[src/rtl/cordic_share_arb_if.sv]
// Handshake and data bundle for the shared-CORDIC arbiter. It carries the two
// operand channels, the issue/completion bus to the CORDIC pipeline, and the
// shared result bus. The slave modport is the arbiter's view. The master
// modport is the view of the environment that drives operands and hosts the
// CORDIC.
interface cordic_share_arb_if #(
  parameter int WIDTH = 16
);
  logic             ch0_valid;
  logic             ch0_ready;
  logic [WIDTH-1:0] ch0_x;
  logic [WIDTH-1:0] ch0_y;

  logic             ch1_valid;
  logic             ch1_ready;
  logic [WIDTH-1:0] ch1_x;
  logic [WIDTH-1:0] ch1_y;

  logic             cor_req;
  logic [WIDTH-1:0] cor_x;
  logic [WIDTH-1:0] cor_y;
  logic             cor_ack;
  logic [WIDTH-1:0] cor_amp;
  logic [WIDTH-1:0] cor_theta;

  logic             res_valid0;
  logic             res_valid1;
  logic [WIDTH-1:0] res_amp;
  logic [WIDTH-1:0] res_theta;

  modport slave (
    input  ch0_valid, ch0_x, ch0_y,
    input  ch1_valid, ch1_x, ch1_y,
    input  cor_ack, cor_amp, cor_theta,
    output ch0_ready, ch1_ready,
    output cor_req, cor_x, cor_y,
    output res_valid0, res_valid1, res_amp, res_theta
  );

  modport master (
    output ch0_valid, ch0_x, ch0_y,
    output ch1_valid, ch1_x, ch1_y,
    output cor_ack, cor_amp, cor_theta,
    input  ch0_ready, ch1_ready,
    input  cor_req, cor_x, cor_y,
    input  res_valid0, res_valid1, res_amp, res_theta
  );
endinterface

[src/rtl/cordic_share_arb.sv]
// Two-channel round-robin front end for one shared, fixed-latency CORDIC
// arctan pipeline.
// - Each accepted operand pair is issued one cycle later on cor_req/cor_x/cor_y.
// - A {valid, channel} tag is pushed into a LAT-deep shift register. The tag
//   reaches the end of the register in the same cycle the CORDIC returns
//   cor_ack.
// - Matching results are registered onto the shared result bus with a
//   per-channel strobe.
// - Any disagreement between the end tag and cor_ack sets a sticky tag_err.
// Optional feature: define CORDIC_ARB_STATS_EN to add the saturating 16-bit
// accept counters on ports gnt_cnt0/gnt_cnt1.
module cordic_share_arb #(
  parameter int WIDTH = 16,
  parameter int LAT   = 17
) (
  input  logic               clk,
  input  logic               rst_n,
  input  logic               en,
  cordic_share_arb_if.slave  bus,
  output logic               busy,
  output logic               tag_err
`ifdef CORDIC_ARB_STATS_EN
  ,
  output logic [15:0]        gnt_cnt0,
  output logic [15:0]        gnt_cnt1
`endif
);

  // arbitration
  logic gnt0;
  logic gnt1;
  logic accept;
  logic last_d, last_q;

  // issue stage
  logic             cor_req_d, cor_req_q;
  logic             cor_ch_d, cor_ch_q;
  logic [WIDTH-1:0] cor_x_d, cor_x_q;
  logic [WIDTH-1:0] cor_y_d, cor_y_q;

  // in-flight tag pipeline, index LAT-1 lines up with cor_ack
  logic [LAT-1:0] tag_v_d, tag_v_q;
  logic [LAT-1:0] tag_ch_d, tag_ch_q;
  logic           end_v;
  logic           end_ch;
  logic           deliver;

  // result stage
  logic             res_valid0_d, res_valid0_q;
  logic             res_valid1_d, res_valid1_q;
  logic [WIDTH-1:0] res_amp_d, res_amp_q;
  logic [WIDTH-1:0] res_theta_d, res_theta_q;
  logic             tag_err_d, tag_err_q;

  // Round-robin grant: on a tie the channel not granted last wins. Gating
  // with rst_n keeps ready low while reset is asserted.
  always_comb begin
    gnt0 = 1'b0;
    gnt1 = 1'b0;
    if (rst_n && en) begin
      if (bus.ch0_valid && bus.ch1_valid) begin
        if (last_q) gnt0 = 1'b1;
        else        gnt1 = 1'b1;
      end else if (bus.ch0_valid) begin
        gnt0 = 1'b1;
      end else if (bus.ch1_valid) begin
        gnt1 = 1'b1;
      end
    end
  end

  assign accept        = gnt0 | gnt1;
  assign bus.ch0_ready = gnt0;
  assign bus.ch1_ready = gnt1;

  // Next-state for pointer, issue register and tag pipeline.
  always_comb begin
    last_d    = last_q;
    cor_req_d = accept;
    cor_ch_d  = gnt1;
    cor_x_d   = cor_x_q;
    cor_y_d   = cor_y_q;
    if (gnt0) begin
      last_d  = 1'b0;
      cor_x_d = bus.ch0_x;
      cor_y_d = bus.ch0_y;
    end else if (gnt1) begin
      last_d  = 1'b1;
      cor_x_d = bus.ch1_x;
      cor_y_d = bus.ch1_y;
    end
    // an issue cycle pushes a valid tag, any other cycle pushes a bubble
    tag_v_d  = {tag_v_q[LAT-2:0], cor_req_q};
    tag_ch_d = {tag_ch_q[LAT-2:0], cor_ch_q};
  end

  assign end_v   = tag_v_q[LAT-1];
  assign end_ch  = tag_ch_q[LAT-1];
  assign deliver = end_v & bus.cor_ack;

  // Result capture and sticky protocol check. The result bus holds between
  // deliveries. An ack with no tag, or a tag with no ack, delivers nothing.
  always_comb begin
    res_valid0_d = deliver & ~end_ch;
    res_valid1_d = deliver & end_ch;
    res_amp_d    = res_amp_q;
    res_theta_d  = res_theta_q;
    if (deliver) begin
      res_amp_d   = bus.cor_amp;
      res_theta_d = bus.cor_theta;
    end
    tag_err_d = tag_err_q | (end_v ^ bus.cor_ack);
  end

  // State registers; reset drops all in-flight tags and points at channel 1.
  always_ff @(posedge clk or negedge rst_n) begin
    if (!rst_n) begin
      last_q       <= 1'b1;
      cor_req_q    <= 1'b0;
      cor_ch_q     <= 1'b0;
      cor_x_q      <= '0;
      cor_y_q      <= '0;
      tag_v_q      <= '0;
      tag_ch_q     <= '0;
      res_valid0_q <= 1'b0;
      res_valid1_q <= 1'b0;
      res_amp_q    <= '0;
      res_theta_q  <= '0;
      tag_err_q    <= 1'b0;
    end else begin
      last_q       <= last_d;
      cor_req_q    <= cor_req_d;
      cor_ch_q     <= cor_ch_d;
      cor_x_q      <= cor_x_d;
      cor_y_q      <= cor_y_d;
      tag_v_q      <= tag_v_d;
      tag_ch_q     <= tag_ch_d;
      res_valid0_q <= res_valid0_d;
      res_valid1_q <= res_valid1_d;
      res_amp_q    <= res_amp_d;
      res_theta_q  <= res_theta_d;
      tag_err_q    <= tag_err_d;
    end
  end

  assign bus.cor_req    = cor_req_q;
  assign bus.cor_x      = cor_x_q;
  assign bus.cor_y      = cor_y_q;
  assign bus.res_valid0 = res_valid0_q;
  assign bus.res_valid1 = res_valid1_q;
  assign bus.res_amp    = res_amp_q;
  assign bus.res_theta  = res_theta_q;
  assign tag_err        = tag_err_q;
  assign busy           = cor_req_q | (|tag_v_q);

`ifdef CORDIC_ARB_STATS_EN
  logic [15:0] gnt_cnt0_d, gnt_cnt0_q;
  logic [15:0] gnt_cnt1_d, gnt_cnt1_q;

  // Per-channel accept counters that stick at all-ones.
  always_comb begin
    gnt_cnt0_d = gnt_cnt0_q;
    gnt_cnt1_d = gnt_cnt1_q;
    if (gnt0 && (gnt_cnt0_q != 16'hFFFF)) gnt_cnt0_d = gnt_cnt0_q + 16'd1;
    if (gnt1 && (gnt_cnt1_q != 16'hFFFF)) gnt_cnt1_d = gnt_cnt1_q + 16'd1;
  end

  // Counter registers.
  always_ff @(posedge clk or negedge rst_n) begin
    if (!rst_n) begin
      gnt_cnt0_q <= '0;
      gnt_cnt1_q <= '0;
    end else begin
      gnt_cnt0_q <= gnt_cnt0_d;
      gnt_cnt1_q <= gnt_cnt1_d;
    end
  end

  assign gnt_cnt0 = gnt_cnt0_q;
  assign gnt_cnt1 = gnt_cnt1_q;
`endif

endmodule
[src/flat_wrapper.sv]
// flat-port wrapper written by rule: the top's interface ports become plain ports
module cordic_share_arb_flat 
#(
  parameter int WIDTH = 16,
  parameter int LAT   = 17
)
  (clk, rst_n, en, busy, tag_err, bus_ch0_valid, bus_ch0_x, bus_ch0_y, bus_ch1_valid, bus_ch1_x, bus_ch1_y, bus_cor_ack, bus_cor_amp, bus_cor_theta, bus_ch0_ready, bus_ch1_ready, bus_cor_req, bus_cor_x, bus_cor_y, bus_res_valid0, bus_res_valid1, bus_res_amp, bus_res_theta);
  cordic_share_arb_if #(.WIDTH(WIDTH)) bus_i ();
  input  logic clk;
  input  logic rst_n;
  input  logic en;
  output logic busy;
  output logic tag_err;
  input wire logic [$bits(bus_i.ch0_valid)-1:0] bus_ch0_valid;
  input wire logic [$bits(bus_i.ch0_x)-1:0] bus_ch0_x;
  input wire logic [$bits(bus_i.ch0_y)-1:0] bus_ch0_y;
  input wire logic [$bits(bus_i.ch1_valid)-1:0] bus_ch1_valid;
  input wire logic [$bits(bus_i.ch1_x)-1:0] bus_ch1_x;
  input wire logic [$bits(bus_i.ch1_y)-1:0] bus_ch1_y;
  input wire logic [$bits(bus_i.cor_ack)-1:0] bus_cor_ack;
  input wire logic [$bits(bus_i.cor_amp)-1:0] bus_cor_amp;
  input wire logic [$bits(bus_i.cor_theta)-1:0] bus_cor_theta;
  output wire logic [$bits(bus_i.ch0_ready)-1:0] bus_ch0_ready;
  output wire logic [$bits(bus_i.ch1_ready)-1:0] bus_ch1_ready;
  output wire logic [$bits(bus_i.cor_req)-1:0] bus_cor_req;
  output wire logic [$bits(bus_i.cor_x)-1:0] bus_cor_x;
  output wire logic [$bits(bus_i.cor_y)-1:0] bus_cor_y;
  output wire logic [$bits(bus_i.res_valid0)-1:0] bus_res_valid0;
  output wire logic [$bits(bus_i.res_valid1)-1:0] bus_res_valid1;
  output wire logic [$bits(bus_i.res_amp)-1:0] bus_res_amp;
  output wire logic [$bits(bus_i.res_theta)-1:0] bus_res_theta;
  assign bus_i.ch0_valid = bus_ch0_valid;
  assign bus_i.ch0_x = bus_ch0_x;
  assign bus_i.ch0_y = bus_ch0_y;
  assign bus_i.ch1_valid = bus_ch1_valid;
  assign bus_i.ch1_x = bus_ch1_x;
  assign bus_i.ch1_y = bus_ch1_y;
  assign bus_i.cor_ack = bus_cor_ack;
  assign bus_i.cor_amp = bus_cor_amp;
  assign bus_i.cor_theta = bus_cor_theta;
  assign bus_ch0_ready = bus_i.ch0_ready;
  assign bus_ch1_ready = bus_i.ch1_ready;
  assign bus_cor_req = bus_i.cor_req;
  assign bus_cor_x = bus_i.cor_x;
  assign bus_cor_y = bus_i.cor_y;
  assign bus_res_valid0 = bus_i.res_valid0;
  assign bus_res_valid1 = bus_i.res_valid1;
  assign bus_res_amp = bus_i.res_amp;
  assign bus_res_theta = bus_i.res_theta;
  cordic_share_arb #(.WIDTH(WIDTH), .LAT(LAT)) u_core (.clk(clk), .rst_n(rst_n), .en(en), .bus(bus_i), .busy(busy), .tag_err(tag_err));
endmodule
[config.mk]
export PLATFORM = sky130hd
export DESIGN_NAME = cordic_share_arb_flat
export DESIGN_NICKNAME = d
export VERILOG_FILES = /design/src/rtl/cordic_share_arb_if.sv /design/src/rtl/cordic_share_arb.sv /design/src/flat_wrapper.sv
export SDC_FILE = /design/constraint.sdc
export NUM_CORES = 1
export LEC_CHECK = 0
export ABC_AREA = 1
export CORE_MARGIN = 1
export CORE_UTILIZATION = 39
export DETAILED_ROUTE_END_ITERATION = 10
export HOLD_SLACK_MARGIN = 0.15
export MAX_ROUTING_LAYER = met4
export PLACE_DENSITY = 0.77
export SLEW_MARGIN = 15
export SYNTH_ARGS = -nofsm -noshare
export SYNTH_HDL_FRONTEND = slang
export SYNTH_SLANG_ARGS = --single-unit
[constraint.sdc]
create_clock -name clk -period 1.2 [get_ports clk]
set_input_delay 0.12 -clock clk [delete_from_list [all_inputs] [get_ports clk]]
set_output_delay 0.12 -clock clk [all_outputs]
set_load 0.02 [all_outputs]
After elaboration in Yosys (flattened, before gate mapping)
Index checks and enable logic that the tools add are counted.

cells by class
  mux-type cells = 15
  bitwise operators = 8
  reduce and logical (&&, ||, !) cells = 4

operators with widths
  kind                 count
  16-bit two-way mux   4
  17-bit OR reduction  1
  1-bit two-way mux    11
  1-bit bitwise AND    3
  1-bit bitwise OR     3
  1-bit logical AND    2
  2-bit nonzero test   1
  1-bit NOT            1
  1-bit bitwise XOR    1

storage, ports and cells
  bits in registers = 104
  input port bits = 102
  output and inout port bits = 71
  logic and storage cells = 39

Longest topological paths before layout
  depth after elaboration = 6
  mapped depth = 7
  depth with buffers taken out = 6

Least setup slack after synthesis
No wires, ideal clock.

  path kind = reg-to-reg
  from = register u_core.tag_v_q[16]
  to = register u_core.res_theta_q[10], in the netlist u_core.bus.res_theta[10]
  data arrival time = 1.195 ns
  data required time = 1.134 ns
  slack = -0.061 ns
  stages on the path, launching flop included = 7
  clock period less this slack = 1.261 ns
  path through = dfrtp_1 -> ha_1 -> clkbuf_1 -> inv_1 -> clkbuf_1 -> nand2_1 -> nand2_1

between the ends
  longest elaborated chain between the ends = 1

RTL lines
  item                    RTL line                 text
  from (decl)             cordic_share_arb.sv:42   logic [LAT-1:0] tag_v_d, tag_v_q;
  from (signal assigned)  cordic_share_arb.sv:136  tag_v_q <= tag_v_d;
  1-bit bitwise AND       cordic_share_arb.sv:99   assign deliver = end_v & bus.cor_ack;
  to (signal assigned)    cordic_share_arb.sv:141  res_theta_q <= res_theta_d;
  to (decl)               cordic_share_arb.sv:52   logic [WIDTH-1:0] res_theta_d, res_theta_q;

No other way between the ends.
A chain may end at the register's enable or synchronous reset.

Worst setup path after layout
  from = register u_core.last_q
  to = register u_core.cor_y_q[15], in the netlist u_core.bus.cor_y[15]

between the ends
  longest elaborated chain between the ends = 4
  elaborated cells on any way between the ends = 8

RTL lines
  item                                                      RTL line                 text
  from (decl)                                               cordic_share_arb.sv:33   logic last_d, last_q;
  from (signal assigned)                                    cordic_share_arb.sv:131  last_q <= last_d;
  1-bit two-way mux                                         cordic_share_arb.sv:62   if (last_q) gnt0 = 1'b1;
  1-bit two-way mux                                         cordic_share_arb.sv:61   if (bus.ch0_valid && bus.ch1_valid) begin
  1-bit two-way mux                                         cordic_share_arb.sv:60   if (rst_n && en) begin
  16-bit two-way mux or 2-bit nonzero test (tied branches)  n/a
  to (signal assigned)                                      cordic_share_arb.sv:135  cor_y_q <= cor_y_d;
  to (decl)                                                 cordic_share_arb.sv:39   logic [WIDTH-1:0] cor_y_d, cor_y_q;

Several ways; a longest one is shown, not always the timed one.

==> impl_summary.log <==
[metrics] Max-cap violations: 0
[metrics] final wirelength: 11860 um
[metrics] Design Area, Final: 6771 um^2
[metrics] path depth of the worst reg2reg path: 8
[metrics] cell count after synthesis: 479
[metrics] headroom to the max-slew limit: 62.21%
[metrics] Critical Setup Path Class: register to register
[metrics] Longest Clk Path Bufs: 2
[metrics] vias in the first global route: 3823
[metrics] sum of overflow across all layers after global routing: 0
[metrics] global-route usage over all layers: 21.30%
[metrics] First-pass DRT Iterations: 5
[metrics] most frequent standard cell in the layout excluding fill and tap cells: sky130_fd_sc_hd__nand2_1
[metrics] area share of and/or/nand/nor cells after synthesis: 27.57%
[metrics] post-synthesis instance area: 4143 um^2
[metrics] Yosys reg bits: 104
[metrics] area fraction in compound gates after synthesis: 0.4530%
[metrics] number of stages on the worst hold path: 3
[metrics] post-synthesis share of cell area spent on xor and xnor gates: 0%
[metrics] core area: 10320 um^2
[metrics] critical path's top delay family: flip-flops
[metrics] clock slew at the register clock pins of the worst setup and hold paths: 120 ps
[metrics] net count of the finished layout: 779
[metrics] hold_sp: bus_cor_amp[7]
[metrics] area growth from synthesis to layout: 63.46%
[metrics] clk_skew: 16.78 ps
[metrics] Final WS setup: -229.1 ps
[metrics] nature of the critical path startpoint: register
[metrics] number of vias after detailed routing: 3844
[metrics] sequential share of the synthesized area: 62.85%
[metrics] Yosys cell types: 17
[metrics] Cell Chain, Critical Path: inv_2 -> nand2_4 -> buf_6 -> buf_12 -> buf_12 -> nand3_4 -> nand3_2 -> nand2_2
[metrics] placed cell areas: 6136 um^2
[metrics] startpoint of the lowest-slack register-to-register path: u_core.last_q
[metrics] clock period minus final worst setup slack: 1429 ps
[metrics] TritonCTS clock tree: yes
[metrics] Total Power: 8816 uW
[metrics] Crit. End Element: register
[metrics] Via-to-Cell Ratio: 4.705
[metrics] number of buffers created by CTS: 9
[metrics] clock root buffer master: sky130_fd_sc_hd__clkbuf_8
[metrics] DRC Markers: 0
[metrics] number of setup violations in the final report: 35
[metrics] Final period util: 119.1%
[metrics] crit-path max FO: 8
[metrics] terminus of the critical flop-to-flop path: u_core.bus.cor_y[15]
[metrics] detailed-route wire length per cell: 14.51 um
[metrics] iteration-0 DRC count of the detailed router: 283
[metrics] CTS Sinks: 104
[metrics] post-route insts no fill: 817
[metrics] actual transition at the worst max-transition pin: 566.8 ps
[metrics] number of placement rows: 37
[metrics] maximum level of the CTS H-tree: 3
[metrics] aggregate negative setup slack: -5533 ps
[metrics] post-placement cell count: 787
[metrics] required time reported for the critical path endpoint: 1450 ps
[metrics] source of the critical timing path: u_core.last_q
[metrics] largest family of logic cells by synthesized area: simple AND/OR/NAND/NOR gates
[metrics] multiplexer area fraction after synthesis: 0%
[metrics] Hold Fails Final Rpt: 0
[metrics] Synth Area in Adders: 0.3020%
[metrics] antenna violation net count after detailed routing: 0
[metrics] Max IR drop VDD: 0.7111 mV
[metrics] result of the run: complete, but fails checks
[metrics] post-detailed-placement half-perimeter wirelength: 7338 um
[metrics] die height: 105.1 um
[metrics] worst setup slack before clock tree synthesis: -561.6 ps
[metrics] cell type of the slowest stage on the worst timing path: sky130_fd_sc_hd__dfstp_2
[metrics] most frequent CP cell: sky130_fd_sc_hd__buf_12
[metrics] syn avg cell area: 8.649 um^2
[metrics] share of cells above drive strength 1: 27.02%
[metrics] worst hold path class: input pin to register
[metrics] die boundary width: 105.1 um
[metrics] leakage power: 0.003538 uW
[metrics] PortBufs: 172
[metrics] upper clock frequency limit: 699.7 MHz
[metrics] WHS Endpoint: u_core.bus.res_amp[7]
[metrics] final weighted congestion in routability-driven placement: 0.8347
[metrics] number of pins exceeding their max-slew limit in the final report: 0
[metrics] Synth Net Count: 582
[metrics] largest net degree at the start of global routing: 59
[metrics] global-route wire length before repair: 18210 um
[metrics] power density over the cells: 1302 nW/um^2
[metrics] die area: 11040 um^2
[metrics] antenna violations before repair: 1
[metrics] unrepaired setup endpoints after global routing: true
[metrics] CP bufs+invs: 4
[metrics] arrival time at the worst endpoint: 1680 ps
[metrics] violations in the final reports: negative setup slack
[metrics] Crit path largest cell delay: 580 ps
[metrics] worst-skew pair later-pin latency: 360 ps
[metrics] diodes inserted: 0
[metrics] YS warnings: 0
[metrics] count of pins on the block boundary: 173
[metrics] highest-count cells in the layout ignoring fill and taps: sky130_fd_sc_hd__nand2_1 (194), sky130_fd_sc_hd__dfrtp_1 (103), sky130_fd_sc_hd__clkdlybuf4s50_1 (100)
[metrics] flop-to-flop setup slack: -230 ps
[metrics] Initial Util: 40.13%
## final cells by class
cell class	count	area, um^2
inverters	71	269.0
clock buffers	9	123.9
multi-input cells	282	1570
clock inverters	7	91.34
repair buffers	208	1943
fillers	794	3552
flip-flops and latches	104	2604
well taps	136	170.2
## cells by family after synthesis
kind of cell               count (synthesis)
and+or+nand+nor                          278
AOI/OAI and AO/OA                          3
adders and majority gates                  1
DFF                                      104
buffers and inverters                     93
## per-stage QoR
stage	utilization [%]	hold WS, ps
detailed placement	59.44	335.5
CTS	64.33	258.4
finish	65.59	289.7
global route	65.59	287.0
global placement	59.44	336.3
floorplan	-	-175.6
## synth_stat cells, drive strengths merged
cell type | instances | area (um^2)
a21oi | 2 | 10.01
buf | 13 | 65.06
clkbuf | 9 | 33.78
dfrtp | 103 | 2577
dfstp | 1 | 26.28
ha | 1 | 12.51
inv | 71 | 266.5
nand2 | 200 | 753.2
nand3 | 65 | 325.3
nor2 | 10 | 45.04
nor3 | 1 | 5.000
nor3b | 1 | 7.510
o21ai | 1 | 8.760
or2 | 1 | 6.260
## routing by layer
layer | share of wire (%) | global-route usage, %
met5 | 0 | -
met4 | 1.7 | 5.835
met2 | 48 | 34.06
met3 | 8.2 | 4.554
met1 | 42 | 27.58
## repair_timing
| action | 4_1_cts | 5_1_grt |
|---|---|---|
| setup buffers | 6 | 8 |
| pin swaps | 19 | 45 |
| gates cloned | 3 | 1 |
| resized for setup | 194 | 120 |
| setup endpoints to repair | 103 | 146 |
| hold buffers | 1 | 0 |
| endpoints found under the hold margin | 103 | 0 |
## registers in the layout (all words and copies together), names as in the netlist
name	flops
u_core.tag_ch_q	17
u_core.tag_v_q	17
u_core.bus.cor_x	16
u_core.bus.cor_y	16
u_core.bus.res_amp	16
u_core.bus.res_theta	16
u_core.bus.cor_req	1
u_core.bus.res_valid0	1
u_core.bus.res_valid1	1
u_core.cor_ch_q	1
u_core.last_q	1
u_core.tag_err	1
## where the power goes
group	leakage, uW	total, uW	internal [uW]	switching (uW)
logic	0.00211	2420	1050	1370
registers	0.00132	4190	3940	246
clock network	0.000106	2210	858	1350
total	0.00354	8820	5850	2960
## worst min-delay path: stages
cell	delay, ps
sky130_fd_sc_hd__clkdlybuf4s50_1	390
sky130_fd_sc_hd__nand2_1	60
sky130_fd_sc_hd__nand2_1	40
## worst max-delay path by stage
stage / depth (start not counted) / slack [ps] / endpoint
after floorplan: 6 / -60 / u_core.bus.res_amp[10]
after global placement: 6 / -510 / bus_ch1_ready
after detailed placement: 6 / -560 / bus_ch1_ready
after CTS: 5 / -280 / busy
after global routing: 5 / -310 / busy
final: 8 / -230 / u_core.bus.cor_y[15]
Note: power is estimated with default switching activity, not from simulation.
